==> config.mk <==
export PLATFORM = sky130hd
export DESIGN_NAME = wavegen_core_flat
export DESIGN_NICKNAME = d
export VERILOG_FILES = /design/src/rtl/wavegen_pkg.sv /design/src/rtl/wavegen_if.sv /design/src/rtl/wavegen_tick_divider.sv /design/src/rtl/wavegen_core.sv /design/src/flat_wrapper.sv
export SDC_FILE = /design/constraint.sdc
export NUM_CORES = 1
export LEC_CHECK = 0
export BUFFER_PORTS_ARGS = -buffer_cell sky130_fd_sc_hd__buf_2
export CAP_MARGIN = 20
export CORE_AREA = 2 2 95 116
export DETAILED_ROUTE_END_ITERATION = 7
export DIE_AREA = 0 0 97 118
export HOLD_SLACK_MARGIN = 0.06
export PLACE_DENSITY = 0.81
export SLEW_MARGIN = 15
export SYNTH_ARGS = -nofsm -noshare
export SYNTH_HDL_FRONTEND = slang
export SYNTH_SLANG_ARGS = --single-unit
export TNS_END_PERCENT = 50
==> constraint.sdc <==
create_clock -name qzt_clk -period 5.8 [get_ports qzt_clk]
set_input_delay 0.58 -clock qzt_clk [delete_from_list [all_inputs] [get_ports qzt_clk]]
set_output_delay 0.58 -clock qzt_clk [all_outputs]
set_load 0.1 [all_outputs]
==> src/rtl/wavegen_pkg.sv <==
// Shared types and the phase-to-sample mapping for the waveform generator.
package wavegen_pkg;

    typedef enum logic [1:0] {
        MODE_SAW     = 2'd0,
        MODE_TRI     = 2'd1,
        MODE_SQR     = 2'd2,
        MODE_ONESHOT = 2'd3
    } wave_mode_e;

    typedef enum logic [1:0] {
        ST_IDLE = 2'd0,
        ST_RUN  = 2'd1,
        ST_HOLD = 2'd2
    } wave_state_e;

    // Working width of the mapping function; callers zero-extend their
    // DATA_W slices into it and truncate the result back to DATA_W.
    localparam int unsigned MAP_W = 32;

    // p: top DATA_W phase bits, t: the DATA_W bits just below the MSB,
    // msb: phase MSB. Upper bits of the result beyond DATA_W are don't-care.
    function automatic logic [MAP_W-1:0] wave_map(
        input wave_mode_e       mode,
        input logic             invert,
        input logic             msb,
        input logic [MAP_W-1:0] p,
        input logic [MAP_W-1:0] t
    );
        logic [MAP_W-1:0] r;
        case (mode)
            MODE_TRI: r = msb ? ~t : t;
            MODE_SQR: r = msb ? '1 : '0;
            default:  r = p;
        endcase
        if (invert) begin
            r = ~r;
        end
        return r;
    endfunction

endpackage

==> src/rtl/wavegen_if.sv <==
// Control and sample bus of the waveform generator.
interface wavegen_if #(
    parameter int unsigned DATA_W = 12,
    parameter int unsigned ACC_W  = 24,
    parameter int unsigned DIV_W  = 30
) ();

    logic              enable;
    logic              phase_clr;
    logic [1:0]        mode;
    logic              slope_sign;
    logic [ACC_W-1:0]  step;
    logic [DIV_W-1:0]  tick_period;
    logic [DATA_W-1:0] sample;
    logic              sample_valid;
    logic              wrap;

    modport master (
        output enable, phase_clr, mode, slope_sign, step, tick_period,
        input  sample, sample_valid, wrap
    );

    modport slave (
        input  enable, phase_clr, mode, slope_sign, step, tick_period,
        output sample, sample_valid, wrap
    );

endinterface

==> src/rtl/wavegen_tick_divider.sv <==
// Sample-rate divider: one tick every max(period,1) enabled cycles.
module wavegen_tick_divider #(
    parameter int unsigned DIV_W = 30
) (
    input  logic             qzt_clk,
    input  logic             reset,
    input  logic             enable,
    input  logic             clear,
    input  logic [DIV_W-1:0] period,
    output logic             tick
);

    logic [DIV_W-1:0] cnt;
    logic [DIV_W-1:0] last;
    logic             terminal;

    // Terminal count; periods 0 and 1 both tick every cycle. Using >= lets a
    // shortened period take effect at the next comparison without overrun.
    always_comb begin
        last     = (period > DIV_W'(1)) ? period - DIV_W'(1) : '0;
        terminal = (cnt >= last);
        tick     = enable && !clear && terminal;
    end

    // Count register: cleared by reset/clear, frozen while disabled.
    always_ff @(posedge qzt_clk) begin
        if (reset) begin
            cnt <= '0;
        end else if (clear) begin
            cnt <= '0;
        end else if (enable) begin
            cnt <= terminal ? '0 : cnt + DIV_W'(1);
        end
    end

endmodule

==> src/rtl/wavegen_core.sv <==
// Phase-accumulator waveform generator: saw / triangle / square / one-shot.
module wavegen_core
    import wavegen_pkg::*;
#(
    parameter int unsigned DATA_W = 12,
    parameter int unsigned ACC_W  = 24,
    parameter int unsigned DIV_W  = 30
) (
    input  logic      qzt_clk,
    input  logic      reset,
    wavegen_if.slave  bus
);

    wave_state_e       state;
    wave_state_e       state_nxt;
    wave_mode_e        mode_in;
    logic [ACC_W-1:0]  phase;
    logic [ACC_W-1:0]  phase_nxt;
    logic [ACC_W-1:0]  sum;
    logic [ACC_W-1:0]  out_ph;
    logic              carry;
    logic [DATA_W-1:0] sample_q;
    logic [DATA_W-1:0] sample_nxt;
    logic              valid_q;
    logic              valid_nxt;
    logic              wrap_q;
    logic              wrap_nxt;
    logic              tick;

    wavegen_tick_divider #(
        .DIV_W (DIV_W)
    ) u_div (
        .qzt_clk (qzt_clk),
        .reset   (reset),
        .enable  (bus.enable),
        .clear   (bus.phase_clr),
        .period  (bus.tick_period),
        .tick    (tick)
    );

    // Next state, next phase and the sample for the phase being written.
    // A tick taken in IDLE (enable just rose) advances like RUN so no tick
    // is lost waiting for the state register to catch up.
    always_comb begin
        state_nxt  = state;
        phase_nxt  = phase;
        out_ph     = phase;
        sample_nxt = sample_q;
        valid_nxt  = 1'b0;
        wrap_nxt   = 1'b0;
        mode_in    = wave_mode_e'(bus.mode);
        {carry, sum} = {1'b0, phase} + {1'b0, bus.step};

        if (bus.phase_clr) begin
            phase_nxt = '0;
            out_ph    = '0;
            valid_nxt = 1'b1;
            state_nxt = bus.enable ? ST_RUN : ST_IDLE;
        end else if (tick) begin
            valid_nxt = 1'b1;
            if (state == ST_HOLD) begin
                if (mode_in != MODE_ONESHOT) begin
                    state_nxt = ST_RUN;
                end
            end else if (mode_in == MODE_ONESHOT && carry) begin
                phase_nxt = '1;
                out_ph    = '1;
                wrap_nxt  = 1'b1;
                state_nxt = ST_HOLD;
            end else begin
                phase_nxt = sum;
                out_ph    = sum;
                wrap_nxt  = carry;
                state_nxt = ST_RUN;
            end
        end else if (!bus.enable) begin
            if (state == ST_RUN) begin
                state_nxt = ST_IDLE;
            end
        end else if (state == ST_IDLE) begin
            state_nxt = ST_RUN;
        end

        if (valid_nxt) begin
            sample_nxt = DATA_W'(wave_map(mode_in, bus.slope_sign, out_ph[ACC_W-1],
                                          MAP_W'(out_ph[ACC_W-1 -: DATA_W]),
                                          MAP_W'(out_ph[ACC_W-2 -: DATA_W])));
        end
    end

    // FSM state register.
    always_ff @(posedge qzt_clk) begin
        if (reset) begin
            state <= ST_IDLE;
        end else begin
            state <= state_nxt;
        end
    end

    // Phase accumulator and registered outputs.
    always_ff @(posedge qzt_clk) begin
        if (reset) begin
            phase    <= '0;
            sample_q <= '0;
            valid_q  <= 1'b0;
            wrap_q   <= 1'b0;
        end else begin
            phase    <= phase_nxt;
            sample_q <= sample_nxt;
            valid_q  <= valid_nxt;
            wrap_q   <= wrap_nxt;
        end
    end

    assign bus.sample       = sample_q;
    assign bus.sample_valid = valid_q;
    assign bus.wrap         = wrap_q;

endmodule

==> src/flat_wrapper.sv <==
// flat-port wrapper written by rule: the top's interface ports become plain ports
module wavegen_core_flat import wavegen_pkg::*;
#(
    parameter int unsigned DATA_W = 12,
    parameter int unsigned ACC_W  = 24,
    parameter int unsigned DIV_W  = 30
)
  (qzt_clk, reset, bus_enable, bus_phase_clr, bus_mode, bus_slope_sign, bus_step, bus_tick_period, bus_sample, bus_sample_valid, bus_wrap);
  wavegen_if #(.DATA_W(DATA_W), .ACC_W(ACC_W), .DIV_W(DIV_W)) bus_i ();
  input  logic qzt_clk;
  input  logic reset;
  input wire logic [$bits(bus_i.enable)-1:0] bus_enable;
  input wire logic [$bits(bus_i.phase_clr)-1:0] bus_phase_clr;
  input wire logic [$bits(bus_i.mode)-1:0] bus_mode;
  input wire logic [$bits(bus_i.slope_sign)-1:0] bus_slope_sign;
  input wire logic [$bits(bus_i.step)-1:0] bus_step;
  input wire logic [$bits(bus_i.tick_period)-1:0] bus_tick_period;
  output wire logic [$bits(bus_i.sample)-1:0] bus_sample;
  output wire logic [$bits(bus_i.sample_valid)-1:0] bus_sample_valid;
  output wire logic [$bits(bus_i.wrap)-1:0] bus_wrap;
  assign bus_i.enable = bus_enable;
  assign bus_i.phase_clr = bus_phase_clr;
  assign bus_i.mode = bus_mode;
  assign bus_i.slope_sign = bus_slope_sign;
  assign bus_i.step = bus_step;
  assign bus_i.tick_period = bus_tick_period;
  assign bus_sample = bus_i.sample;
  assign bus_sample_valid = bus_i.sample_valid;
  assign bus_wrap = bus_i.wrap;
  wavegen_core #(.DATA_W(DATA_W), .ACC_W(ACC_W), .DIV_W(DIV_W)) u_core (.qzt_clk(qzt_clk), .reset(reset), .bus(bus_i));
endmodule
==> flow_metrics.py, run 1 <==
metrics = {
    "clock_tree": {
        "h-tree-depth": 3,
        "clock-sinks": 70,
        "cts_setup_buffers": 0,
        "cts_tree": "built",
        "clock_path_buffers": 2,
        "cts_buffers": 9,
        "cts.clk_slew.worst_paths_ns": 0.06,
        "clock_latency_ns": 0.34,
        "root_buffer": "clkbuf_16",
    },
    "power": {
        "leakage_nw": 2.88,
        "peakVddDrop_mv": 0.165,
        "power_density_nw_per_um2": 194,
    },
    "logic_synthesis": {
        "ys_warn_count": 0,
        "synthesis.area_um2": 6050,
        "synth_ff_type": "dfxtp_1",
        "yosys_register_bits": 70,
        "ys_types": 79,
        "syn_avg_cell_area_um2": 7.87,
        "synth_edf_count": 0,
        "async_flop_share_pct": 0,
        "syn_nets": 891,
        "synthesis.instances": 769,
        "ys_seq_area_share_pct": 23.1,
    },
    "timing": {
        "fin_crit_ns": 5.37,
        "tns_ns": 0,
        "setup_viol": 0,
        "worst_slack_ns": 0.429,
        "rsz0062_at_grt": "no",
        "max_freq_mhz": 186,
        "min_period_over_period_pct": 92.6,
        "finalHoldViolCount": 0,
        "slew_viol_final": 0,
        "slew_headroom_pct": 48.0,
        "worst_pin_slew_ns": 0.780,
        "fin_worst_skew_ns": 0.00582,
    },
    "floorplanning": {
        "dieWidth_um": 97,
        "rows": 41,
        "core_area_um2": 10300,
        "dieArea_um2": 11400,
        "die_h_um": 118,
        "start_util_pct": 58.7,
        "pin_count": 75,
    },
    "placed_design": {
        "io_buffers": 74,
        "gp_congestion": 0.949,
        "dp_slack_ns": 0.0896,
        "dp_hpwl_um": 11800,
        "dp_cells": 945,
    },
    "setup_path": {
        "cp-start-kind": "primary input",
        "path_class": "in -> reg",
        "crit_path_end_kind": "register",
        "crit_required_ns": 6.03,
        "arrival_ns": 5.60,
        "worst-path-max-fanout": 29,
    },
    "global_route": {
        "grt-busiest-layer": "met2",
        "antenna_found_initial": 0,
        "grt_use_total_pct": 26.9,
        "grt_max_degree": 30,
        "grt-ovfl-total": 0,
        "grt_pass1_wl_um": 25800,
        "grt_pass1_vias": 5647,
        "gr-usage-met2_pct": 49.6,
        "globalRouteMet1Util_pct": 30.7,
        "grt_use_met3_pct": 4.16,
    },
    "min_path": {
        "hold_path.class": "reg -> reg",
    },
    "finish": {
        "nets": 949,
        "instances_no_fill": 960,
        "finish.utilization_pct": 66.1,
        "n_antenna_cell": 0,
        "drive_gt1_share_pct": 14.9,
        "syn2layout_area_growth_pct": 12.6,
    },
    "route": {
        "wire_per_inst_um": 15.9,
        "viasPerCell": 6.01,
        "vias": 5769,
        "drt_iter0_drc": 260,
        "drc_errors": 0,
        "drt_wl_total_um": 15200,
        "final_antenna_net_count": 0,
        "firstDrtPassIters": 5,
    },
    "run_status": {
        "status": "complete, no violations",
    },
    "job": {
        "cap_violations": 0,
    },
}
==> stage by stage <==
step                      hold slack [ns]  total power [mW]  instance area [um2]
after global placement              0.453             0.683                 6460
after global routing                0.494              1.37                 6820
after floorplan                     0.482             0.631                 6050
after detailed placement            0.456             0.687                 6460
final                               0.465              1.32                 6820
after CTS                           0.469              1.33                 6800
==> cells in the mapped netlist (6+ instances only) <==
| cell type | count | share of area (%) |
|---|---|---|
| nand2_1 | 80 | 5.0 |
| nor2b_1 | 6 | 0.62 |
| nor2_1 | 109 | 6.8 |
| o22a_1 | 8 | 1.2 |
| clkbuf_1 | 16 | 0.99 |
| o211ai_1 | 8 | 0.99 |
| nand4_1 | 17 | 1.8 |
| a211oi_1 | 18 | 2.2 |
| nand2b_1 | 12 | 1.2 |
| xnor2_1 | 40 | 5.8 |
| a211o_1 | 12 | 1.7 |
| inv_1 | 23 | 1.4 |
| buf_2 | 6 | 0.50 |
| xor2_1 | 41 | 5.9 |
| o211a_1 | 12 | 2.0 |
| a221o_1 | 9 | 1.5 |
| a21oi_1 | 44 | 3.6 |
| nor4_1 | 12 | 1.2 |
| buf_6 | 6 | 1.1 |
| o21ai_0 | 27 | 2.2 |
| nand3_1 | 16 | 1.3 |
| ha_1 | 60 | 12 |
| dfxtp_1 | 70 | 23 |
| nor3_1 | 14 | 1.2 |
==> layer usage <==
metal	share of wire, %	routed length (um)	up-vias
li1	-	-	2896
met1	41	6310	2711
met2	52	7870	130
met3	3.6	543	32
met4	3.3	495	0
met5	0	0	-
==> cells in the final DEF (no fill, tap or decap), drive strengths merged, types with 8 or more instances in the layout <==
| cell type | n |
|---|---|
| nor2 | 109 |
| nand4 | 17 |
| a211o | 13 |
| nand2 | 80 |
| o211ai | 9 |
| nor3 | 16 |
| nor4 | 14 |
| nand3 | 17 |
| xor2 | 41 |
| dfxtp | 70 |
| a221o | 9 |
| o22a | 8 |
| a21oi | 47 |
| a211oi | 19 |
| o211a | 12 |
| inv | 24 |
| clkbuf | 10 |
| ha | 60 |
| buf | 79 |
| xnor2 | 40 |
| nand2b | 12 |
| o21ai | 33 |
==> report_power, final <==
group | switching, mW | internal, mW | total [mW]
Clock | 0.211 | 0.431 | 0.641
Sequential | 0.00379 | 0.487 | 0.491
Combinational | 0.125 | 0.0625 | 0.188
Total | 0.340 | 0.980 | 1.32
==> worst paths after layout <==
kind                                startpoint                                  to  slack (ns)  depth (start not counted)
min reg2reg  u_core.bus.sample[8]$_SDFFE_PP0P_   u_core.bus.sample[8]$_SDFFE_PP0P_        0.46                          2
max reg2reg       u_core.phase[0]$_SDFFE_PP0P_  u_core.bus.sample[11]$_SDFFE_PP0P_        2.26                         13
min          u_core.bus.sample[8]$_SDFFE_PP0P_   u_core.bus.sample[8]$_SDFFE_PP0P_        0.46                          2
max                         bus_tick_period[6]  u_core.bus.sample[11]$_SDFFE_PP0P_        0.43                         19
==> worst max-delay path, stage by stage <==
cell and delay [ns]:
buf_2 0.12, nor4_2 0.32, and2b_1 0.23, nand3_2 0.11, or3_4 0.37, or4_1 0.43
a211o_1 0.58, nand2_1 0.17, ha_1 0.27, and4_1 0.24, and4bb_1 0.23, a311oi_2 0.24
o211ai_2 0.18, nor2_1 0.29, o21ba_2 0.26, nor2_1 0.06, and2_1 0.32, and4bb_2 0.31
a221o_1 0.25
==> registers in the layout, summed over array words and instances (netlist names) <==
| signal | cells |
|---|---|
| u_core.u_div.cnt | 30 |
| u_core.bus.sample | 12 |
| u_core.bus.sample_valid | 1 |
| u_core.state | 2 |
| u_core.bus.wrap | 1 |
| u_core.phase | 24 |
==> timing repair <==
action,in CTS,in global routing
resized for setup,0,1
hold buffers,0,0
endpoints found under the setup margin,0,1
==> logic make-up (layout without fill, tap and decap cells) <==
logic type	count (synthesis)	after routing	synth area share, %
compound gates	188	188	22.7
mux	2	2	0.351
simple gates	312	312	25.0
fa+ha+maj	61	61	12.7
buf+inv	55	117	4.38
xor+xnor	81	81	11.7
flops	70	70	23.1
==> cell type report <==
type	count	area (um2)
Sequential cell	70	1400
Multi-Input combinational cell	644	4400
Timing Repair Buffer	79	420
Clock inverter	5	106
Clock buffer	10	239
Tap cell	129	161
Inverter	23	86.3
Fill cell	906	3500
Note: power is estimated with default switching activity, not from simulation.
==> inputs of run 2 (changes only) <==
==> constraint.sdc (replaced) <==
create_clock -name qzt_clk -period 5.8 [get_ports qzt_clk]
set_input_delay 0.29 -clock qzt_clk [delete_from_list [all_inputs] [get_ports qzt_clk]]
set_output_delay 0.29 -clock qzt_clk [all_outputs]
set_load 0.1 [all_outputs]
==> flow_metrics.py, run 2 (synthesis results as in run 1) <==
metrics = {
    "finish": {
        "drive_gt1_share_pct": 14.6,
        "nets": 946,
        "syn2layout_area_growth_pct": 11.3,
        "n_antenna_cell": 0,
        "n_fill_cell": 890,
        "largest-register": "u_core.u_div.cnt",
        "mostFrequentLayoutCell": "nor2_1",
        "final_cell_mix": "nor2_1 (109), nand2_1 (80), buf_2 (74)",
        "largest_reg_flops": 30,
    },
    "clock_tree": {
        "h-tree-depth": 3,
        "cts_tree": "built",
        "root_buffer": "clkbuf_16",
        "ctsHoldBuffers": 0,
        "ctsResizeCount": 0,
        "clock_latency_ns": 0.34,
        "clock-sinks": 70,
        "cts.clk_slew.worst_paths_ns": 0.06,
        "clock_path_buffers": 2,
        "cts_buffers": 9,
        "cts_setup_buffers": 0,
    },
    "power": {
        "power_density_nw_per_um2": 185,
        "leakage_nw": 2.84,
        "peakVddDrop_mv": 0.148,
    },
    "setup_path": {
        "crit_required_ns": 6.02,
        "path_class": "in -> reg",
        "cp-start-kind": "primary input",
        "reg2reg_from": "u_core.phase[0]$_SDFFE_PP0P_",
        "r2r_cells": 13,
        "r2r_slack_ns": 2.27,
        "crit_path_end_kind": "register",
        "cp-startpoint": "bus_tick_period[6]",
        "regToRegEndpoint": "u_core.bus.sample[11]$_SDFFE_PP0P_",
        "arrival_ns": 5.58,
        "cp-endpoint": "u_core.bus.sample[11]$_SDFFE_PP0P_",
        "worst-path-max-fanout": 29,
    },
    "route": {
        "drt_wl_total_um": 15100,
        "vias": 5727,
        "wire_per_inst_um": 15.8,
        "drc_errors": 0,
        "viasPerCell": 5.98,
        "final_antenna_net_count": 0,
        "firstDrtPassIters": 4,
        "drt_iter0_drc": 206,
    },
    "placed_design": {
        "dp_hpwl_um": 11800,
        "dp_slack_ns": 0.0674,
        "gp_congestion": 0.967,
        "io_buffers": 74,
    },
    "job": {
        "cap_violations": 0,
    },
    "timing": {
        "slew_viol_final": 0,
        "slew_headroom_pct": 47.7,
        "worst_slack_ns": 0.445,
        "tns_ns": 0,
        "worst_pin_slew_ns": 0.784,
        "fin_crit_ns": 5.36,
        "fin_worst_skew_ns": 0.00794,
        "finalHoldViolCount": 0,
        "max_freq_mhz": 187,
        "min_period_over_period_pct": 92.3,
        "setup_viol": 0,
        "rsz0062_at_grt": "no",
    },
    "floorplanning": {
        "die_h_um": 118,
        "dieArea_um2": 11400,
        "pin_count": 75,
        "core_area_um2": 10300,
        "dieWidth_um": 97,
        "rows": 41,
        "start_util_pct": 58.7,
    },
    "run_status": {
        "status": "complete, no violations",
    },
    "global_route": {
        "grt_pass1_wl_um": 25700,
        "antenna_found_initial": 0,
        "grt-ovfl-total": 0,
        "grt_use_total_pct": 26.6,
        "grt_max_degree": 30,
        "grt_pass1_vias": 5630,
    },
    "min_path": {
        "hold_path.class": "in -> reg",
    },
}
==> run 2: cell types whose count changed in the layout (fill, tap and decap cells not counted) <==
| cell | delta |
|---|---|
| buf_4 | -2 |
| clkinv_2 | +2 |
| clkbuf_8 | +1 |
| nor3_1 | +1 |
| nor3_2 | -1 |
| buf_12 | -1 |
| bufinv_16 | -2 |
==> run 2: cell type report <==
cell class	count	area [um2]	share of cell area, %
clock buffers	11	253	3.75
repair buffers	76	385	5.72
inverters	23	86.3	1.28
well taps	129	161	2.40
flip-flops and latches	70	1400	20.8
multi-input cells	644	4400	65.2
clock inverters	5	56.3	0.835
==> run 2: worst min path at each step <==
| stage | startpoint | endpoint | cells past startpoint |
|---|---|---|---|
| 5_1_grt | bus_enable | u_core.u_div.cnt[1]$_SDFFE_PP0P_ | 3 |
| 6_report | bus_enable | u_core.u_div.cnt[1]$_SDFFE_PP0P_ | 3 |
| 3_5_place_dp | u_core.bus.sample[8]$_SDFFE_PP0P_ | u_core.bus.sample[8]$_SDFFE_PP0P_ | 2 |
| 3_3_place_gp | u_core.bus.sample[2]$_SDFFE_PP0P_ | u_core.bus.sample[2]$_SDFFE_PP0P_ | 2 |
| 2_1_floorplan | reset | u_core.bus.sample_valid$_SDFF_PP0_ | 1 |
| 4_1_cts | bus_enable | u_core.u_div.cnt[1]$_SDFFE_PP0P_ | 3 |
==> run 2: layer usage <==
layer,share of wire (%),up-vias,GRT usage [%]
met5,0,-,0
met3,4.1,40,3.86
met1,41,2653,30.2
met4,3.4,0,11.7
li1,-,2878,-
met2,52,156,49.0
==> run 2: stage by stage <==
| step | utilization (%) | area [um2] | power (mW) | hold slack [ns] | instances |
|---|---|---|---|---|---|
| 6_report | 65.4 | 6740 | 1.25 | 0.332 | 958 |
| 2_1_floorplan | - | 6050 | 0.631 | 0.370 | 769 |
| 3_3_place_gp | 62.3 | 6420 | 0.680 | 0.456 | 942 |
| 5_1_grt | 65.4 | 6740 | 1.29 | 0.339 | 958 |
| 3_5_place_dp | 62.3 | 6420 | 0.687 | 0.459 | 942 |
| 4_1_cts | 65.3 | 6730 | 1.25 | 0.326 | 958 |
==> run 2: power breakdown <==
part | leakage (nW) | internal, mW | switching, mW
clock network | 0.152 | 0.356 | 0.214
logic | 2.12 | 0.0624 | 0.125
registers | 0.567 | 0.487 | 0.00398
total | 2.84 | 0.906 | 0.344
==> run 2: critical path: stages <==
cell,delay [ns]
buf_2,0.13
nor4_2,0.32
and2b_1,0.23
nand3_2,0.11
or3_4,0.37
or4_1,0.51
a211o_1,0.61
nand2_1,0.18
ha_1,0.27
a21oi_1,0.14
o21ai_0,0.10
a221oi_1,0.47
o211ai_2,0.19
o21a_2,0.34
o21bai_2,0.18
a21o_4,0.28
nor2_1,0.11
or3b_1,0.39
a221o_1,0.35
